## config.mk

```make
export PLATFORM = sky130hd
export DESIGN_NAME = vram_store_drain
export DESIGN_NICKNAME = d
export VERILOG_FILES = /design/src/rtl/vram_pkg.sv /design/src/rtl/sat_counter.sv /design/src/rtl/vram_store_drain.sv
export SDC_FILE = /design/constraint.sdc
export NUM_CORES = 1
export LEC_CHECK = 0
export ABC_AREA = 1
export BUFFER_PORTS_ARGS = -buffer_cell sky130_fd_sc_hd__buf_4
export CAP_MARGIN = 20
export CORE_MARGIN = 2
export CORE_UTILIZATION = 55
export DETAILED_ROUTE_END_ITERATION = 10
export PLACE_DENSITY = 0.82
export REMOVE_ABC_BUFFERS = 1
export SYNTH_ARGS = -nofsm -noshare
export SYNTH_HDL_FRONTEND = slang
export SYNTH_SLANG_ARGS = --single-unit
export TNS_END_PERCENT = 20
```

## constraint.sdc

```tcl
create_clock -name clk -period 2.85 [get_ports clk]
set_input_delay 0.57 -clock clk [delete_from_list [all_inputs] [get_ports clk]]
set_output_delay 0.57 -clock clk [all_outputs]
set_load 0.05 [all_outputs]
```

## src/rtl/vram_pkg.sv

```systemverilog
// rtl/vram_pkg.sv - shared state type, window constants and window check for the store drain
package vram_pkg;

  typedef enum logic [2:0] {IDLE, POP, WAIT_SLOT, WRITE, RECOVER} drain_state_t;

  localparam logic [15:0] VRAM_BASE   = 16'h2000;
  localparam logic [15:0] VRAM_SIZE   = 16'h1000;
  localparam int          VRAM_ADDR_W = 12;

  // 17-bit compare so a window ending exactly at 0x10000 does not wrap to zero
  function automatic logic in_window(input logic [15:0] addr,
                                     input logic [15:0] base = VRAM_BASE,
                                     input logic [15:0] size = VRAM_SIZE);
    logic [16:0] a, lo, hi;
    a  = {1'b0, addr};
    lo = {1'b0, base};
    hi = lo + {1'b0, size};
    return (a >= lo) && (a < hi);
  endfunction

endpackage

```

## src/rtl/sat_counter.sv

```systemverilog
// rtl/sat_counter.sv - saturating up-counter with synchronous clear
module sat_counter #(
  parameter int W = 8
) (
  input  logic         clk,
  input  logic         rst_n,
  input  logic         clr,
  input  logic         inc,
  output logic [W-1:0] count
);

  always_ff @(posedge clk or negedge rst_n) begin
    if (!rst_n)
      count <= '0;
    else if (clr)
      count <= '0;
    else if (inc && (count != {W{1'b1}}))
      count <= count + W'(1);
  end

endmodule

```

## src/rtl/vram_store_drain.sv

```systemverilog
// rtl/vram_store_drain.sv - drains the CPU store queue into the vector RAM write port
// Commits one store at a time, only in slots the vector generator leaves free.
module vram_store_drain
  import vram_pkg::*;
#(
  parameter logic [15:0] BASE         = VRAM_BASE,
  parameter logic [15:0] SIZE         = VRAM_SIZE,
  parameter int          ADDR_W       = VRAM_ADDR_W,
  parameter int          WR_CYCLES    = 2,
  parameter int          STARVE_LIMIT = 64
) (
  input  logic              clk,
  input  logic              rst_n,
  input  logic              q_empty,
  input  logic [7:0]        q_data,
  input  logic [15:0]       q_addr,
  output logic              q_pop,
  input  logic              mem_busy,
  output logic [ADDR_W-1:0] mem_addr,
  output logic [7:0]        mem_wdata,
  output logic              mem_we,
  output logic              stall_req,
  output logic              idle,
  output logic [15:0]       wr_count,
  output logic [7:0]        drop_count
);

  localparam int            SW         = $clog2(STARVE_LIMIT) + 1;
  localparam logic [SW-1:0] STARVE_MAX = SW'(STARVE_LIMIT);
  localparam logic [3:0]    WR_LAST    = 4'(WR_CYCLES - 1);

  drain_state_t  state, state_nxt;
  logic [3:0]    wcnt;
  logic [SW-1:0] starve;
  logic          head_in_win;
  logic          wr_last;

  assign head_in_win = in_window(q_addr, BASE, SIZE);
  assign wr_last     = (wcnt == WR_LAST);

  always_ff @(posedge clk or negedge rst_n) begin
    if (!rst_n)
      state <= IDLE;
    else
      state <= state_nxt;
  end

  always_comb begin
    state_nxt = state;
    case (state)
      IDLE:      if (!q_empty) state_nxt = POP;
      POP:       state_nxt = head_in_win ? WAIT_SLOT : IDLE;
      WAIT_SLOT: if (!mem_busy) state_nxt = WRITE;
      WRITE:     if (wr_last) state_nxt = RECOVER;
      RECOVER:   state_nxt = IDLE;
      default:   state_nxt = IDLE;
    endcase
  end

  always_comb begin
    q_pop     = (state == POP);
    mem_we    = (state == WRITE);
    idle      = (state == IDLE);
    stall_req = (starve >= STARVE_MAX);
  end

  always_ff @(posedge clk or negedge rst_n) begin
    if (!rst_n)
      wcnt <= '0;
    else if (state == WRITE)
      wcnt <= wr_last ? 4'd0 : wcnt + 4'd1;
  end

  // The queue head is still valid during POP; it advances on the same edge we capture it.
  always_ff @(posedge clk or negedge rst_n) begin
    if (!rst_n) begin
      mem_addr  <= '0;
      mem_wdata <= '0;
    end else if (state == POP && head_in_win) begin
      mem_addr  <= ADDR_W'(q_addr - BASE);
      mem_wdata <= q_data;
    end
  end

  sat_counter #(.W(16)) u_wr_cnt (
    .clk   (clk),
    .rst_n (rst_n),
    .clr   (1'b0),
    .inc   (state == WRITE && wr_last),
    .count (wr_count)
  );

  sat_counter #(.W(8)) u_drop_cnt (
    .clk   (clk),
    .rst_n (rst_n),
    .clr   (1'b0),
    .inc   (state == POP && !head_in_win),
    .count (drop_count)
  );

  sat_counter #(.W(SW)) u_starve_cnt (
    .clk   (clk),
    .rst_n (rst_n),
    .clr   (state == WAIT_SLOT && !mem_busy),
    .inc   (state == WAIT_SLOT && mem_busy),
    .count (starve)
  );

endmodule

```

==> summary.md <==
| Metric | Value |
|---|---|
| Vias in the first global route | 2633 |
| Tmin final | 1880 ps |
| Clock Skew | 5.63 ps |
| Max Cap Viol | 0 |
| Overall global routing resource usage | 0.231 |
| Maximum vdd drop | slightly below 0.7 mV |
| TritonCTS Buffers | 9 |
| Final hold viol count | 0 |
| Clk Latency, worst-skew pair | 340 ps |
| DIE AREA | 6040 sq um |
| Sw Pwr | 1780 uW |
| Residual DRC count | 0 |
| Clk buf depth | 2 |
| Critical path required time | 2280 ps |
| Post-synth cell types | 24 |
| Async SR Flop Fraction | 1.00 |
| Worst EP arrival | 1310 ps |
| Hold Slack | 281 ps |
| Critical path launch point type | flop |
| Post-cts gate resize count | 0 |
| Synth Instances | ~390 |
| # setup viols final | 0 |
| Synth area leader | dfrtp_1 |
| Worst-margin pin slew | 721 ps |
| Sw Share | 0.469 |
| Core Box Area | 5170 sq um |
| Post-Syn Area | 2990 sq um |
| Synth top area cells | dfrtp_1 49%, nand2_1 18%, inv_1 6.3%, nand3_1 4.7%, nor2_1 3.9% |
| Final-report max-slew violation count | 0 |
| Initial DRC count | 154 |
| Root Driver | clkbuf_8 |
| Clock Pin Slew Worst Setup and Hold Paths | 70 ps |
| # nets final | 501 |
| Share of total power in the clock network | 0.203 |
| Maximum fanout along the worst path | 4 |
| First-pass GRT wire length | 11200 um |
| Seq/Total Area, Yosys | 0.485 |
| Avg WL per Cell | around 12 um |
| Area Growth Syn to Fin | 27.2% |
| Avg Vias per Cell | 4.98 |
| Combinational Power Share | 0.464 |
| Proportion of layout cells with a drive suffix above 1 | 0.211 |
| Worst hold path class | input pin to asynchronous set/reset pin |
| CTS tree | done |
| Antenna Nets Post-Route | 0 |
| Top_reg_cell synth | dfrtp_1 |
| Worst rel slew slack | 0.519 |
| Slowest cell on the critical path | dfrtp_1 |
| Synth top cells by count | 146 x nand2_1, 58 x dfrtp_1, 50 x inv_1 |
| Setup TNS | 0 ps |
| Flop pwr share | 0.333 |
| Vias | 2709 |
| P_int | 2020 uW |
| Num ports | 76 |
| Fmax | 531 MHz |
| PortBufs | 75 |
| Post-synth EDFFs | 0 |
| RSZ-0062 raised after global routing | false |
| DIE HEIGHT | approximately 78 um |
| Grt ovf | 0 |
| Status | complete, no violations |
| Initial Utilization | 0.578 |
| Die X | a little under 80 um |
| Mapped Avg Cell Area | ~7.6 sq um |
| Synth warnings | 0 |
| Total Wirelength | roughly 6400 um |
| Initial antenna violation count | 0 |
| Path type of the worst setup path | flop to output pin |
| Crit-path cells | nor3_2 -> buf_4 |
| Leakage | 0.00207 uW |
| Crit path largest cell delay | between 400 and 500 ps |
| Post-CTS Setup Bufs | 0 |
| Fin crit share | 0.661 |
| Most frequent cell after synthesis | nand2_1 |
| PD cells | 1000 nW/um^2 |
| Sinks on the clock net | 58 |
| Standard-cell rows | 26 |
| Ant diodes | 0 |
| Synth top area share | 0.485 |
| CTS H-tree lvls | 3 |
| Final Wtd Congestion | approximately 0.85 |
| Drt pass-1 iters | 5 |
| Crit end category | output pin |
| Synthesized flop and latch total | 58 |
| Final HPWL DP | 4680 um |
| Hold-fix buffers, CTS | 0 |
| Largest net degree at the start of global routing | just under 60 |
[critical path: cells and delay by family, from the launching register on]
family / cells / cell delay [ps]
buffers and inverters: 1 / 260
AND/OR/NAND/NOR: 1 / 300
flip-flops: 1 / 420
[power by group through the flow]
| stage | logic, uW | clock network [uW] | registers, uW |
|---|---|---|---|
| floorplan | 566 | 0 | 1930 |
| global placement | 1740 | 0 | 1260 |
| detailed placement | 1780 | 0 | 1280 |
| CTS | 1780 | 788 | 1270 |
| global route | 1890 | 827 | 1300 |
| finish | 1760 | 772 | 1270 |
[logic make-up after synthesis]
family          count (synthesis)  synth area share
xor+xnor                       15            0.0439
fa+ha+maj                       4            0.0167
simple gates                  223             0.316
compound gates                 32            0.0582
buf+inv                        59            0.0795
flops                          58             0.485
[per-stage QoR]
| stage | util | std cells | cell area (sq um) | worst slack [ps] | total power, uW |
|---|---|---|---|---|---|
| 2_1_floorplan | - | 382 | 2940 | 333 | 2490 |
| 3_3_place_gp | 0.696 | 528 | 3600 | 1120 | 3000 |
| 3_5_place_dp | 0.696 | 528 | 3600 | 1050 | 3060 |
| 4_1_cts | 0.735 | 544 | 3800 | 957 | 3840 |
| 5_1_grt | 0.735 | 544 | 3800 | 868 | 4020 |
| 6_report | 0.735 | 544 | 3800 | 967 | 3800 |
[state kept, by name (all words and copies together) (netlist names)]
| name | flops |
|---|---|
| mem_wdata | 8 |
| u_starve_cnt.count | 7 |
| mem_addr | 12 |
| wcnt | 4 |
| state | 3 |
| u_drop_cnt.count | 8 |
| u_wr_cnt.count | 16 |
[routing by layer]
metal	wire length (um)	up-vias	GRT usage
met2	3270	74	0.413
met4	125	0	0.116
li1	-	1365	-
met1	2720	1260	0.262
met3	297	10	0.0442
met5	0	-	0
[cells in the final DEF, fill, tap and decap left out, types with 2 or more instances in the layout]
| cell | instances |
|---|---|
| nand3b_1 | 3 |
| o21ai_0 | 21 |
| a21oi_1 | 4 |
| nor2_4 | 2 |
| dfrtp_1 | 58 |
| o21ai_1 | 5 |
| buf_4 | 76 |
| ha_1 | 4 |
| inv_1 | 50 |
| xnor2_1 | 6 |
| clkinv_2 | 3 |
| nand4_1 | 7 |
| nand3_2 | 2 |
| nand2_1 | 146 |
| nand3_1 | 28 |
| clkbuf_8 | 11 |
| xor2_1 | 9 |
| nor2_1 | 31 |
[worst paths after layout]
path / startpoint / endpoint / slack [ps] / depth (start not counted)
max: state[1]$_DFFE_PN0P_ / q_pop / 970 / 2
min: rst_n / u_drop_cnt.count[5]$_DFFE_PN0P_ / 280 / 1
max reg2reg: u_wr_cnt.count[0]$_DFFE_PN0P_ / u_wr_cnt.count[13]$_DFFE_PN0P_ / 1030 / 7
min reg2reg: wcnt[3]$_DFFE_PN0P_ / wcnt[3]$_DFFE_PN0P_ / 470 / 1
max in group asynchronous: rst_n / u_wr_cnt.count[4]$_DFFE_PN0P_ / 2080 / 1
min in group clk: wcnt[3]$_DFFE_PN0P_ / wcnt[3]$_DFFE_PN0P_ / 470 / 1
[final cells by class]
type / count / area (sq um)
fillers: 418 / 1370
flip-flops and latches: 58 / 1450
well taps: 70 / 87.6
repair buffers: 76 / 571
multi-input cells: 274 / 1300
inverters: 50 / 188
clock inverters: 5 / 52.6
clock buffers: 11 / 151
Power figures use the tool's default switching activity.
